$ cat src/rtl/master_bridge_if.sv
// ---------------------------------------------------------------------------
// master_bridge_if
//
// External valid/ready bus between the master_bridge and a downstream target.
// The request channel (m_*) carries one access from bridge to target.
// The response channel (s_*) carries read data or a write acknowledge back.
//
// Signals:
//   m_valid  request valid, held until m_ready is seen
//   m_ready  request accepted by the target
//   m_addr   request offset (ADDR_W bits)
//   m_wdata  write data
//   m_wstrb  byte strobes, zero for reads
//   m_write  1 = write, 0 = read
//   s_rvalid response valid (read data or write ack)
//   s_rdata  response data
//   s_rerr   response error, qualified by s_rvalid
//
// Modports:
//   master   the bridge side (drives the request, receives the response)
//   slave    the target side
// ---------------------------------------------------------------------------
interface master_bridge_if #(
  parameter int ADDR_W = 16
);

  logic              m_valid;
  logic              m_ready;
  logic [ADDR_W-1:0] m_addr;
  logic [31:0]       m_wdata;
  logic [3:0]        m_wstrb;
  logic              m_write;
  logic              s_rvalid;
  logic [31:0]       s_rdata;
  logic              s_rerr;

  modport master (
    output m_valid, m_addr, m_wdata, m_wstrb, m_write,
    input  m_ready, s_rvalid, s_rdata, s_rerr
  );

  modport slave (
    input  m_valid, m_addr, m_wdata, m_wstrb, m_write,
    output m_ready, s_rvalid, s_rdata, s_rerr
  );

endinterface

$ cat src/rtl/master_bridge.sv
// ---------------------------------------------------------------------------
// master_bridge
//
// Serves the master address region behind the CPU address decoder. When the
// decoder selects this block, the CPU access is captured and one transaction
// runs on the external valid/ready bus. Read data is returned to the CPU mux,
// and a one-cycle done pulse releases the decoder's CPU stall. A watchdog
// forces completion if the bus never answers, so the CPU cannot hang.
//
// Ports:
//   clk           single rising-edge clock
//   rst_n         asynchronous active-low reset
//   en_MASTER     decoder select for the master region
//   daddr         CPU data address (offset = daddr - BASE_ADDR)
//   dwdata        CPU write data
//   we_i          raw CPU byte write enables; any bit set means write
//   bus           external request/response bus (master side)
//   drdata_master read data returned to the CPU mux
//   done_master   one-cycle completion pulse to the decoder
//   err_flag      sticky error: timeout or bus error response
//   err_clr       synchronous clear of err_flag (an error being set wins)
// ---------------------------------------------------------------------------
module master_bridge #(
  parameter int          BASE_ADDR = 11001,
  parameter int          ADDR_W    = 16,
  parameter int          TIMEOUT   = 255,
  parameter logic [31:0] ERR_DATA  = 32'hDEADBEEF
) (
  input  logic                  clk,
  input  logic                  rst_n,
  input  logic                  en_MASTER,
  input  logic [31:0]           daddr,
  input  logic [31:0]           dwdata,
  input  logic [3:0]            we_i,
  master_bridge_if.master       bus,
  output logic [31:0]           drdata_master,
  output logic                  done_master,
  output logic                  err_flag,
  input  logic                  err_clr
);

  typedef enum logic [1:0] {
    S_IDLE,
    S_REQ,
    S_RESP,
    S_DONE
  } state_t;

  state_t            r_state;
  logic [7:0]        r_cnt;
  logic              r_valid;
  logic [ADDR_W-1:0] r_addr;
  logic [31:0]       r_wdata;
  logic [3:0]        r_wstrb;
  logic              r_write;
  logic [31:0]       r_rdata;
  logic              r_done;
  logic              r_err;

  logic [ADDR_W-1:0] w_offset;
  logic [8:0]        w_cntNext;
  logic              w_cntExpired;
  logic              w_timeoutHit;
  logic              w_respErr;

  // Bus offset relative to the start of the master region, truncated to the
  // external address width.
  assign w_offset = ADDR_W'(daddr - 32'(BASE_ADDR));

  // The count is computed one bit wider so the comparison cannot wrap.
  assign w_cntNext    = {1'b0, r_cnt} + 9'd1;
  assign w_cntExpired = (w_cntNext >= 9'(TIMEOUT));

  // The watchdog fires only when the handshake expected in the current state
  // is absent; a handshake in the same cycle takes priority.
  assign w_timeoutHit = w_cntExpired &&
                        (((r_state == S_REQ)  && !bus.m_ready) ||
                         ((r_state == S_RESP) && !bus.s_rvalid));

  assign w_respErr = (r_state == S_RESP) && bus.s_rvalid && bus.s_rerr;

  // Controller, request registers, read data, done pulse and sticky error.
  // All outputs are registered, so nothing on the bus reaches done_master
  // combinationally.
  always_ff @(posedge clk or negedge rst_n) begin
    if (!rst_n) begin
      r_state <= S_IDLE;
      r_cnt   <= 8'd0;
      r_valid <= 1'b0;
      r_addr  <= '0;
      r_wdata <= 32'd0;
      r_wstrb <= 4'd0;
      r_write <= 1'b0;
      r_rdata <= 32'd0;
      r_done  <= 1'b0;
      r_err   <= 1'b0;
    end else begin
      r_done <= 1'b0;

      if (w_respErr || w_timeoutHit) begin
        r_err <= 1'b1;
      end else if (err_clr) begin
        r_err <= 1'b0;
      end

      unique case (r_state)
        S_IDLE: begin
          if (en_MASTER) begin
            r_addr  <= w_offset;
            r_wdata <= dwdata;
            r_wstrb <= we_i;
            r_write <= |we_i;
            r_cnt   <= 8'd0;
            r_valid <= 1'b1;
            r_state <= S_REQ;
          end
        end

        S_REQ: begin
          // Saturate so a late accept still leaves RESP guarded.
          r_cnt <= w_cntNext[8] ? 8'hFF : w_cntNext[7:0];
          if (bus.m_ready) begin
            r_valid <= 1'b0;
            r_state <= S_RESP;
          end else if (w_timeoutHit) begin
            r_valid <= 1'b0;
            if (!r_write) begin
              r_rdata <= ERR_DATA;
            end
            r_done  <= 1'b1;
            r_state <= S_DONE;
          end
        end

        S_RESP: begin
          r_cnt <= w_cntNext[8] ? 8'hFF : w_cntNext[7:0];
          if (bus.s_rvalid) begin
            if (!r_write) begin
              r_rdata <= bus.s_rdata;
            end
            r_done  <= 1'b1;
            r_state <= S_DONE;
          end else if (w_timeoutHit) begin
            if (!r_write) begin
              r_rdata <= ERR_DATA;
            end
            r_done  <= 1'b1;
            r_state <= S_DONE;
          end
        end

        S_DONE: begin
          // A select still high here belongs to the access just finished.
          r_state <= S_IDLE;
        end

        default: begin
          r_state <= S_IDLE;
        end
      endcase
    end
  end

  assign bus.m_valid    = r_valid;
  assign bus.m_addr     = r_addr;
  assign bus.m_wdata    = r_wdata;
  assign bus.m_wstrb    = r_wstrb;
  assign bus.m_write    = r_write;
  assign drdata_master  = r_rdata;
  assign done_master    = r_done;
  assign err_flag       = r_err;

endmodule

$ cat src/flat_wrapper.sv
// flat-port wrapper written by rule: the top's interface ports become plain ports
module master_bridge_flat 
#(
  parameter int          BASE_ADDR = 11001,
  parameter int          ADDR_W    = 16,
  parameter int          TIMEOUT   = 255,
  parameter logic [31:0] ERR_DATA  = 32'hDEADBEEF
)
  (clk, rst_n, en_MASTER, daddr, dwdata, we_i, drdata_master, done_master, err_flag, err_clr, bus_m_valid, bus_m_addr, bus_m_wdata, bus_m_wstrb, bus_m_write, bus_m_ready, bus_s_rvalid, bus_s_rdata, bus_s_rerr);
  master_bridge_if #(.ADDR_W(ADDR_W)) bus_i ();
  input  logic clk;
  input  logic rst_n;
  input  logic en_MASTER;
  input  logic [31:0] daddr;
  input  logic [31:0] dwdata;
  input  logic [3:0] we_i;
  output logic [31:0] drdata_master;
  output logic done_master;
  output logic err_flag;
  input  logic err_clr;
  output wire logic [$bits(bus_i.m_valid)-1:0] bus_m_valid;
  output wire logic [$bits(bus_i.m_addr)-1:0] bus_m_addr;
  output wire logic [$bits(bus_i.m_wdata)-1:0] bus_m_wdata;
  output wire logic [$bits(bus_i.m_wstrb)-1:0] bus_m_wstrb;
  output wire logic [$bits(bus_i.m_write)-1:0] bus_m_write;
  input wire logic [$bits(bus_i.m_ready)-1:0] bus_m_ready;
  input wire logic [$bits(bus_i.s_rvalid)-1:0] bus_s_rvalid;
  input wire logic [$bits(bus_i.s_rdata)-1:0] bus_s_rdata;
  input wire logic [$bits(bus_i.s_rerr)-1:0] bus_s_rerr;
  assign bus_m_valid = bus_i.m_valid;
  assign bus_m_addr = bus_i.m_addr;
  assign bus_m_wdata = bus_i.m_wdata;
  assign bus_m_wstrb = bus_i.m_wstrb;
  assign bus_m_write = bus_i.m_write;
  assign bus_i.m_ready = bus_m_ready;
  assign bus_i.s_rvalid = bus_s_rvalid;
  assign bus_i.s_rdata = bus_s_rdata;
  assign bus_i.s_rerr = bus_s_rerr;
  master_bridge #(.BASE_ADDR(BASE_ADDR), .ADDR_W(ADDR_W), .TIMEOUT(TIMEOUT), .ERR_DATA(ERR_DATA)) u_core (.clk(clk), .rst_n(rst_n), .en_MASTER(en_MASTER), .daddr(daddr), .dwdata(dwdata), .we_i(we_i), .bus(bus_i), .drdata_master(drdata_master), .done_master(done_master), .err_flag(err_flag), .err_clr(err_clr));
endmodule
$ cat config.mk
export PLATFORM = sky130hd
export DESIGN_NAME = master_bridge_flat
export DESIGN_NICKNAME = d
export VERILOG_FILES = /design/src/rtl/master_bridge_if.sv /design/src/rtl/master_bridge.sv /design/src/flat_wrapper.sv
export SDC_FILE = /design/constraint.sdc
export NUM_CORES = 1
export LEC_CHECK = 0
export CORE_MARGIN = 2
export CORE_UTILIZATION = 44
export DETAILED_ROUTE_END_ITERATION = 8
export GPL_TIMING_DRIVEN = 0
export MAX_ROUTING_LAYER = met4
export PLACE_DENSITY_LB_ADDON = 0.15
export SLEW_MARGIN = 10
export SYNTH_ARGS = -nofsm -noshare
export SYNTH_HDL_FRONTEND = slang
export SYNTH_SLANG_ARGS = --single-unit
$ cat constraint.sdc
create_clock -name clk -period 4.8 [get_ports clk]
set_input_delay 0.48 -clock clk [delete_from_list [all_inputs] [get_ports clk]]
set_output_delay 0.48 -clock clk [all_outputs]
set_load 0.01 [all_outputs]
==> metrics.csv, run 1 <==
stage;metric;value;unit
power;power_density_normalized_to_cell_area;553;nW/um^2
layout;finish.cell_count_without_fillers;754;
sta;maxClockFrequency;449;MHz
floorplan;fp.dieH;105;um
logic_synthesis;synth_edf_count;0;
floorplan;die_w;105;um
logic_synthesis;synth.ff_latch_count;98;
drt;drt_first_pass_iters;4;
flow_run;max_capacitance_violation_count;0;
power;ir_worst_vdd;321;uV
clocking;postCtsHoldBufs;0;
logic_synthesis;combinational_family_with_the_most_area_after_synthesis;simple AND/OR/NAND/NOR gates;
logic_synthesis;synthMostInstantiatedCell;sky130_fd_sc_hd__dfrtp_1;
worst_setup_path;r2r_slack;2.57;ns
logic_synthesis;synthesis.area_per_instance;10.5;um^2
drt;drc;0;
clocking;clk_pin_slew;0.09;ns
floorplan;floorplan.initialDensity;45.6;%
global_routing;grt_start_max_net_pins;60;
worst_setup_path;crit_path_start_kind;register;
clocking;clkSinkCount;98;
clocking;post_cts_resized;0;
place;dpl.cell_count;738;
place;finalWeightedCongestion;0.870;
worst_setup_path;setup.worst_path.class;reg -> reg;
logic_synthesis;synthTopCellsByCount;sky130_fd_sc_hd__dfrtp_1 (98), sky130_fd_sc_hd__nand2_1 (92), sky130_fd_sc_hd__mux2_2 (37), sky130_fd_sc_hd__nand3_1 (30), sky130_fd_sc_hd__o21ai_0 (26);
clocking;post-cts-setup-buffers;0;
layout;post-route-util;67.4;%
logic_synthesis;syn_nets;540;
clocking;htree_num_levels;3;
global_routing;initial_antenna_violation_count;0;
floorplan;design.portCount;195;
global_routing;gr-total-overflow;0;
worst_setup_path;setup.worst_path.end_class;register;
drt;routed_wire_length_per_instance;15.4;um
sta;period_share;46.4;%
clocking;tritoncts_buffers;9;
sta;final.setup_skew;0.00928;ns
drt;drtAntennaViolNets;0;
drt;drt_iter0_markers;174;
sta;setup_violations;0;
logic_synthesis;ys.warnings.count;0;
logic_synthesis;synth_largest_type_area_fraction;54.8;%
sta;finalMaxSlewViolations;0;
floorplan;die-area;11000;um^2
logic_synthesis;synthAdderAreaFrac;1.96;%
logic_synthesis;yosys.cell_types.count;49;
sta;worst_slew_pin_slew;0.780;ns
floorplan;floorplan.core_area;9820;um^2
layout;area_delta_synth_final;47.9;%
layout;insertedDiodeCount;0;
logic_synthesis;synthArstFlopShare;100;%
global_routing;global_route.usage.total;22.6;%
place;place.detailed.hpwl;8.80;mm
min_path;min-delay-path-class;in -> async;
status;run_status;complete, no violations;
power;power_leakage;2.90;nW
sta;number_of_endpoints_with_negative_hold_slack_in_the_final_report;0;
clocking;cts.root.buffer_cell;sky130_fd_sc_hd__clkbuf_8;
logic_synthesis;post_synth_xor_area_fraction;2.74;%
logic_synthesis;netlist_top_cells_area;sky130_fd_sc_hd__dfrtp_1 (55%), sky130_fd_sc_hd__mux2_2 (9.3%), sky130_fd_sc_hd__nand2_1 (7.7%);
sta;period_needed;2.23;ns
clocking;tritoncts;built;
logic_synthesis;syn_area;4480;um^2
worst_setup_path;timing.critical_path.arrival;2.53;ns
worst_setup_path;critPathMaxFanout;10;
logic_synthesis;synth.yosys.seq_area_share;54.8;%
floorplan;fp-row-count;36;
logic_synthesis;synth_top_flop_cell;sky130_fd_sc_hd__dfrtp_1;
logic_synthesis;synthSimpleGateAreaFrac;15.7;%
logic_synthesis;synth_compound_gate_area_share;11.3;%
layout;fillers;817;
clocking;cts_buffer_depth;2;
global_routing;first_global_vias;3937;
worst_setup_path;worst-endpoint-required;5.10;ns
power;report.power.total;3.66;mW
global_routing;first_pass_grt_wire_length;19.2;mm
drt;post_drt_via_cell_ratio;5.08;
sta;grt_setup_unrepaired;no;
drt;num_vias;3830;
layout;layout.nets;730;
place;numPortBuffers;178;
sta;max_slew_margin;48.0;%
layout;drive_gt1_share;11.1;%
drt;wl;11.6;mm
logic_synthesis;synthMuxAreaShare;9.30;%
logic_synthesis;postSynthCellCount;426;
clocking;clock_latency;0.37;ns
logic_synthesis;synth_area_leader_cell;sky130_fd_sc_hd__dfrtp_1;
==> sequential cells by signal (all words and copies together), names as in the netlist <==
signal                cells
u_core.r_state            2
u_core.r_cnt              8
u_core.bus.m_write        1
u_core.bus.m_addr        16
u_core.bus.m_valid        1
u_core.bus.m_wdata       32
u_core.done_master        1
u_core.drdata_master     32
u_core.err_flag           1
u_core.bus.m_wstrb        4
==> kinds of logic (layout without fill, tap and decap cells) <==
group	after synthesis	count (layout)
compound gates	76	76
fa+ha+maj	7	7
mux	37	37
flops	98	98
xor+xnor	14	14
simple gates	153	153
buf+inv	41	236
==> routing by layer <==
layer	wire, um	track usage (%)	up-vias
li1	-	-	1854
met1	4830	27.2	1833
met2	5790	37.3	124
met3	716	4.43	19
met4	256	9.81	0
met5	0	-	-
==> critical path: stages, from the launching register on <==
cell and delay (ns):
sky130_fd_sc_hd__dfrtp_1 0.42, sky130_fd_sc_hd__inv_1 0.11, sky130_fd_sc_hd__ha_1 0.28, sky130_fd_sc_hd__nor2b_1 0.32, sky130_fd_sc_hd__o21bai_1 0.18, sky130_fd_sc_hd__nor2_1 0.27
sky130_fd_sc_hd__clkbuf_1 0.38, sky130_fd_sc_hd__nand2_1 0.11, sky130_fd_sc_hd__nand3_1 0.09
==> path summary, 6_finish.rpt <==
path,startpoint,end,depth (start not counted)
max,u_core.r_state[1],u_core.drdata_master[9],8
min,rst_n,u_core.r_cnt[4],1
max reg2reg,u_core.r_state[1],u_core.drdata_master[9],8
min reg2reg,u_core.bus.m_addr[10],u_core.bus.m_addr[10],2
max in group asynchronous,rst_n,u_core.bus.m_addr[10],2
min in group clk,u_core.bus.m_addr[10],u_core.bus.m_addr[10],2
==> cell usage in the layout, fill, tap and decap left out, types with 3 or more instances in the layout <==
cell type,instances
sky130_fd_sc_hd__xnor2_1,6
sky130_fd_sc_hd__nor2b_1,5
sky130_fd_sc_hd__ha_1,7
sky130_fd_sc_hd__inv_1,19
sky130_fd_sc_hd__and3_1,4
sky130_fd_sc_hd__nand3_1,30
sky130_fd_sc_hd__nand2b_1,3
sky130_fd_sc_hd__buf_6,3
sky130_fd_sc_hd__clkdlybuf4s50_1,177
sky130_fd_sc_hd__clkbuf_1,11
sky130_fd_sc_hd__nor4_1,3
sky130_fd_sc_hd__nand2_1,92
sky130_fd_sc_hd__and2_1,3
sky130_fd_sc_hd__clkbuf_8,10
sky130_fd_sc_hd__buf_2,6
sky130_fd_sc_hd__a22o_1,3
sky130_fd_sc_hd__xor2_1,8
sky130_fd_sc_hd__nor2_1,4
sky130_fd_sc_hd__a21oi_1,11
sky130_fd_sc_hd__o31ai_1,12
sky130_fd_sc_hd__dfrtp_1,98
sky130_fd_sc_hd__o21ai_0,26
sky130_fd_sc_hd__mux2_2,37
==> area by class of cell <==
type | count | area, um^2 | area share, %
Buffer | 22 | 116 | 1.76
Inverter | 19 | 71.3 | 1.08
Multi-Input combinational cell | 287 | 1840 | 27.8
Sequential cell | 98 | 2450 | 37.0
Clock buffer | 11 | 141 | 2.14
Timing Repair Buffer | 179 | 1800 | 27.2
Clock inverter | 5 | 36.3 | 0.548
Tap cell | 133 | 166 | 2.51
==> metrics by stage <==
step                cell area [um^2]  setup slack (ns)  hold WS (ns)  TNS [ns]
CTS                             6620              2.55         0.195         0
detailed placement              6440              2.42         0.463         0
global route                    6620              2.35         0.252         0
floorplan                       4480              2.90         0.184         0
finish                          6620              2.57         0.195         0
global placement                6430            -0.433         0.465    -41.78
==> power breakdown <==
group	leakage, nW	internal, mW	total (mW)	switching (mW)
sequential	1.21	1.19	1.39	0.200
combinational	1.60	0.997	1.77	0.777
clock	0.0941	0.206	0.501	0.295
No activity file was read; power rests on OpenSTA's default activity.
==> inputs of run 2 (changes only) <==
--- a/config.mk
+++ b/config.mk
@@ -6,7 +6,7 @@
 export NUM_CORES = 1
 export LEC_CHECK = 0
 export CORE_MARGIN = 2
-export CORE_UTILIZATION = 44
+export CORE_UTILIZATION = 42
 export DETAILED_ROUTE_END_ITERATION = 8
 export GPL_TIMING_DRIVEN = 0
 export MAX_ROUTING_LAYER = met4
==> constraint.sdc (replaced) <==
create_clock -name clk -period 2.2 [get_ports clk]
set_input_delay 0.22 -clock clk [delete_from_list [all_inputs] [get_ports clk]]
set_output_delay 0.22 -clock clk [all_outputs]
set_load 0.01 [all_outputs]
==> run 2 against run 1 <==
First-iteration DRC count is 5.7% higher; register-to-register slack worse by 2.5 ns; core utilization is 2.9 points lower; routed wire length is 0.34% higher; combinational power is 120% higher; final cell count is 0.27% higher; highest routed layer unchanged; sequential share of layout area is 0.21 points lower; global-route usage is 1.4 points lower; critical endpoint is now u_core.drdata_master[17].
==> metrics.csv, run 2 (synthesized netlist as in run 1, its figures left out) <==
stage;metric;value;unit
sta;number_of_endpoints_with_negative_hold_slack_in_the_final_report;0;
layout;mostFrequentLayoutCell;sky130_fd_sc_hd__clkdlybuf4s50_1;
worst_setup_path;setup.worst_path.end_class;register;
clocking;clkSinkCount;98;
global_routing;first_pass_grt_wire_length;18.8;mm
drt;wl;11.6;mm
floorplan;die-area;11500;um^2
worst_setup_path;r2r_slack;0.12;ns
floorplan;fp.dieH;107;um
layout;most-common-layout-cells;sky130_fd_sc_hd__clkdlybuf4s50_1 (177), sky130_fd_sc_hd__dfrtp_1 (98), sky130_fd_sc_hd__nand2_1 (91);
power;ir_worst_vdd;663;uV
layout;fillers;871;
drt;drtAntennaViolNets;0;
worst_setup_path;critical_path_buf_inv_count;2;
place;numPortBuffers;178;
clocking;tritoncts;built;
sta;maxClockFrequency;480;MHz
worst_setup_path;critical_path.startpoint;u_core.r_cnt[0];
floorplan;die_w;107;um
layout;design_area;6660;um^2
worst_setup_path;critPathMaxFanout;9;
worst_setup_path;crit_path_start_kind;register;
sta;setup_violations;0;
layout;drive_gt1_share;12.4;%
layout;insertedDiodeCount;0;
power;report.power.total;7.98;mW
worst_setup_path;critical_path.top_delay_family;compound AO/OA/AOI/OAI gates;
worst_setup_path;crit_path_top_delay_cell;sky130_fd_sc_hd__dfrtp_1;
worst_setup_path;reg2reg_to;u_core.drdata_master[17];
worst_setup_path;max_stage_delay;0.45;ns
power;power_density_normalized_to_cell_area;1200;nW/um^2
worst_setup_path;worst-endpoint-required;2.44;ns
drt;routed_wire_length_per_instance;15.4;um
worst_setup_path;worstPathCellList;ha_1 > buf_6 > nand2b_1 > o31a_1 > o22a_1 > nor4_4 > buf_4 > o31ai_1;
drt;post_drt_via_cell_ratio;5.06;
worst_setup_path;timing.critical_path.arrival;2.32;ns
sta;worst_slew_pin_slew;0.483;ns
clocking;tritoncts_buffers;9;
sta;period_needed;2.08;ns
place;finalWeightedCongestion;0.848;
min_path;min-delay-path-class;in -> async;
status;run_status;complete, no violations;
floorplan;floorplan.initialDensity;43.4;%
floorplan;fp-row-count;37;
drt;drt_iter0_markers;184;
global_routing;initial_antenna_violation_count;0;
worst_setup_path;setup.worst_path.class;reg -> reg;
layout;area_delta_synth_final;48.7;%
clocking;cts.root.buffer_cell;sky130_fd_sc_hd__clkbuf_8;
power;power_leakage;2.91;nW
layout;finish.cell_count_without_fillers;756;
worst_setup_path;crit-reg2reg-launch;u_core.r_cnt[0];
sta;hold_ws;0.364;ns
sta;period_share;94.7;%
global_routing;global_route.usage.total;21.2;%
clocking;htree_num_levels;3;
worst_setup_path;timing.reg2reg.worst_path_depth;8;
drt;num_vias;3829;
layout;post-route-util;64.5;%
global_routing;gr-total-overflow;0;
place;placedInstanceArea;6450;um^2
floorplan;floorplan.core_area;10300;um^2
clocking;clock_latency;0.36;ns
layout;layout.nets;730;
global_routing;first_global_vias;3921;
place;dpl.cell_count;741;
drt;drc;0;
sta;finalMaxSlewViolations;0;
flow_run;max_capacitance_violation_count;0;
sta;grt_setup_unrepaired;no;
global_routing;grt_start_max_net_pins;64;
clocking;cts_buffer_depth;2;
floorplan;design.portCount;195;
place;place.detailed.hpwl;8.77;mm
sta;final.setup_skew;0.0125;ns
clocking;clk_pin_slew;0.09;ns
drt;drt_first_pass_iters;5;
sta;max_slew_margin;67.8;%
==> run 2: cell types whose count changed in the layout (fill, tap and decap cells not counted), moves of 2 or more <==
| cell | previous run | this run |
|---|---|---|
| sky130_fd_sc_hd__clkinv_2 | 2 | 0 |
| sky130_fd_sc_hd__clkbuf_2 | 0 | 2 |
| sky130_fd_sc_hd__o21ai_2 | 0 | 2 |
| sky130_fd_sc_hd__buf_1 | 2 | 0 |
| sky130_fd_sc_hd__clkinvlp_4 | 0 | 2 |
| sky130_fd_sc_hd__clkbuf_1 | 11 | 9 |
==> run 2: power by group <==
group / internal, mW / switching, mW / leakage (nW)
clock network: 0.442 / 0.608 / 0.0791
logic: 2.19 / 1.71 / 1.62
registers: 2.59 / 0.443 / 1.21
==> run 2: cell type report <==
type,instances,area [um^2],share of cell area [%]
timing repair buffer,181,1820,27.4
multi-input combinational,287,1860,27.9
tap,136,170,2.56
clock buffer,12,145,2.18
clock inverter,3,23.8,0.357
inverter,19,71.3,1.07
sequential,98,2450,36.8
buffer,20,113,1.69
==> run 2: layer usage <==
metal	share of wire [%]	GRT usage, %
met1	43	26.2
met2	49	35.3
met3	6.1	3.75
met4	1.9	7.61
met5	0	-
==> run 2: how the worst max path moves through the flow <==
stage	depth (start not counted)	slack [ns]	end
after global placement	1	-2.81	u_core.bus.m_wdata[19]
after floorplan	7	0.30	u_core.drdata_master[14]
final	8	0.12	u_core.drdata_master[17]
after CTS	6	0.006	u_core.bus.m_wdata[18]
after global routing	8	0.01	u_core.drdata_master[4]
after detailed placement	8	-0.08	u_core.drdata_master[18]
==> run 2: what timing repair did <==
| item | CTS | global route |
|---|---|---|
| resized for setup | 3 | 7 |
| setup buffers | 0 | 1 |
| hold buffers | 1 | 0 |
| pin swaps | 0 | 1 |
| setup endpoints to repair | 23 | 60 |
| hold endpoints to repair | 35 | 0 |
==> run 2: stage by stage <==
| step | setup WS, ns | TNS (ns) |
|---|---|---|
| 2_1_floorplan | 0.299 | 0 |
| 5_1_grt | 0.0117 | 0 |
| 4_1_cts | 0.00605 | 0 |
| 6_report | 0.116 | 0 |
| 3_3_place_gp | -2.81 | -274.75 |
| 3_5_place_dp | -0.0770 | -0.844 |
==> run 2: worst register-to-register path, delay by kind of cell (launching register included) <==
| kind | cells | cell delay [ns] |
|---|---|---|
| AOI/OAI and AO/OA | 3 | 0.54 |
| DFF | 1 | 0.45 |
| and+or+nand+nor | 2 | 0.40 |
| buffers and inverters | 2 | 0.34 |
| adders and majority gates | 1 | 0.24 |
==> inputs of run 3 (changes only) <==
--- a/config.mk
+++ b/config.mk
@@ -5,12 +5,14 @@
 export SDC_FILE = /design/constraint.sdc
 export NUM_CORES = 1
 export LEC_CHECK = 0
+export CAP_MARGIN = 20
 export CORE_MARGIN = 2
 export CORE_UTILIZATION = 42
 export DETAILED_ROUTE_END_ITERATION = 8
 export GPL_TIMING_DRIVEN = 0
 export MAX_ROUTING_LAYER = met4
 export PLACE_DENSITY_LB_ADDON = 0.15
+export SETUP_SLACK_MARGIN = 0.3
 export SLEW_MARGIN = 10
 export SYNTH_ARGS = -nofsm -noshare
 export SYNTH_HDL_FRONTEND = slang
==> run 3 against run 2 <==
Count of clock-buffer cells in the layout is the same; design area is 3.5% higher; critical endpoint is now u_core.drdata_master[4]; worst hold slack lost 0.017 ns; die area did not move; final cell count grew 1.3%; sequential cell count stayed put; via count rose by 2.3%.
==> metrics.csv, run 3 (synthesized netlist as in run 1, its figures left out) <==
stage;metric;value;unit
clocking;htree_num_levels;3;
floorplan;floorplan.initialDensity;43.4;%
drt;drt_first_pass_iters;4;
floorplan;design.portCount;195;
clocking;tritoncts_buffers;9;
sta;worst_slew_pin_slew;0.461;ns
power;power_leakage;3.00;nW
global_routing;first_global_vias;3911;
worst_setup_path;timing.reg2reg.worst_path_depth;8;
drt;drtAntennaViolNets;0;
global_routing;gr-total-overflow;0;
floorplan;fp.dieH;107;um
min_path;min-delay-path-class;in -> async;
floorplan;die_w;107;um
layout;layout.nets;739;
floorplan;die-area;11500;um^2
power;ir_worst_vdd;641;uV
layout;drive_gt1_share;16.7;%
layout;area_delta_synth_final;54.0;%
sta;grt_setup_unrepaired;yes;
global_routing;first_pass_grt_wire_length;18.8;mm
global_routing;initial_antenna_violation_count;0;
place;place.detailed.hpwl;8.61;mm
place;finalWeightedCongestion;0.852;
power;report.power.total;8.31;mW
sta;finalMaxSlewViolations;0;
layout;most-common-layout-cells;sky130_fd_sc_hd__clkdlybuf4s50_1 (177), sky130_fd_sc_hd__dfrtp_1 (96), sky130_fd_sc_hd__nand2_1 (91);
flow_run;max_capacitance_violation_count;0;
layout;mostFrequentLayoutCell;sky130_fd_sc_hd__clkdlybuf4s50_1;
worst_setup_path;timing.critical_path.arrival;2.31;ns
worst_setup_path;setup.worst_path.class;reg -> reg;
drt;drc;0;
global_routing;grt_start_max_net_pins;65;
drt;num_vias;3918;
clocking;cts.root.buffer_cell;sky130_fd_sc_hd__clkbuf_8;
floorplan;fp-row-count;37;
sta;number_of_endpoints_with_negative_hold_slack_in_the_final_report;0;
clocking;cts_buffer_depth;2;
global_routing;global_route.usage.total;21.1;%
status;run_status;complete, no violations;
layout;insertedDiodeCount;0;
sta;layout_setup_ws;0.133;ns
drt;routed_wire_length_per_instance;15.5;um
clocking;clock_latency;0.36;ns
place;placedInstanceArea;6460;um^2
worst_setup_path;crit_path_start_kind;register;
worst_setup_path;setup.worst_path.end_class;register;
layout;fillers;878;
sta;period_needed;2.07;ns
place;pre_cts_slack;-0.0564;ns
place;numPortBuffers;178;
drt;drt_iter0_markers;269;
sta;max_slew_margin;68.8;%
sta;setup_violations;0;
sta;final.setup_skew;0.0109;ns
sta;period_share;94.0;%
worst_setup_path;critPathMaxFanout;8;
floorplan;floorplan.core_area;10300;um^2
clocking;tritoncts;built;
power;power_density_normalized_to_cell_area;1210;nW/um^2
clocking;clkSinkCount;98;
layout;design_area;6890;um^2
clocking;clk_pin_slew;0.09;ns
worst_setup_path;worst-endpoint-required;2.45;ns
drt;post_drt_via_cell_ratio;5.11;
drt;wl;11.8;mm
sta;maxClockFrequency;484;MHz
==> run 3: changes by cell type in the layout (fill, tap and decap cells not counted), sizes merged <==
| cell | before | now |
|---|---|---|
| clkinvlp | 2 | 0 |
| inv | 20 | 21 |
| buf | 14 | 19 |
| clkinv | 0 | 2 |
| clkbuf | 21 | 25 |
==> run 3: metrics by stage <==
stage	setup TNS (ns)	utilization (%)	hold WS (ns)	std cells
CTS	0	65.6	0.357	766
detailed placement	-0.310	62.6	0.215	741
finish	0	66.8	0.347	766
global route	0	66.8	0.390	766
floorplan	0	-	-0.0756	426
global placement	-268.26	62.3	0.461	740
==> run 3: path summary, 6_finish.rpt <==
check	slack [ns]	startpoint	end
max in group asynchronous	1.18	rst_n	u_core.bus.m_wdata[7]
worst max-delay path	0.13	u_core.r_cnt[1]	u_core.drdata_master[4]
worst max register to register	0.13	u_core.r_cnt[1]	u_core.drdata_master[4]
worst min-delay path	0.35	rst_n	u_core.drdata_master[14]
min in group clk	0.41	bus_s_rdata[14]	u_core.drdata_master[14]
worst min register to register	0.49	u_core.bus.m_addr[6]	u_core.bus.m_addr[6]
==> run 3: routing by layer <==
| metal | vias up | share of wire [%] | GRT usage [%] |
|---|---|---|---|
| met4 | 0 | 2.4 | 7.61 |
| met2 | 134 | 50 | 35.1 |
| met1 | 1895 | 41 | 25.7 |
| li1 | 1868 | - | - |
| met3 | 21 | 6.6 | 4.06 |
| met5 | - | 0 | - |
==> run 3: timing repair <==
item,CTS,global route
pin swaps,7,6
setup endpoints to repair,96,89
endpoints found under the hold margin,34,0
gates resized for setup,20,35
setup buffers,8,0
hold buffers,1,0
==> run 3: critical path, stage by stage (launching register included) <==
cell                       delay, ns
sky130_fd_sc_hd__dfrtp_2        0.46
sky130_fd_sc_hd__ha_4           0.17
sky130_fd_sc_hd__buf_6          0.13
sky130_fd_sc_hd__xor2_1         0.21
sky130_fd_sc_hd__o211ai_1       0.18
sky130_fd_sc_hd__o22a_1         0.29
sky130_fd_sc_hd__nor4_4         0.27
sky130_fd_sc_hd__buf_6          0.17
sky130_fd_sc_hd__o31ai_2        0.07
==> run 3: report_power, final <==
part	leakage [nW]	switching, mW	total [mW]	internal [mW]
Clock	0.0989	0.637	1.12	0.487
Combinational	1.69	1.81	4.15	2.34
Sequential	1.21	0.442	3.03	2.59
==> run 3: final cells by class <==
type | instances | area [um^2] | share of cell area [%]
timing repair buffer | 188 | 1880 | 27.3
multi-input combinational | 287 | 1980 | 28.7
tap | 136 | 170 | 2.47
buffer | 22 | 153 | 2.21
clock inverter | 4 | 33.8 | 0.490
clock buffer | 12 | 155 | 2.25
inverter | 19 | 71.3 | 1.03
sequential | 98 | 2450 | 35.6
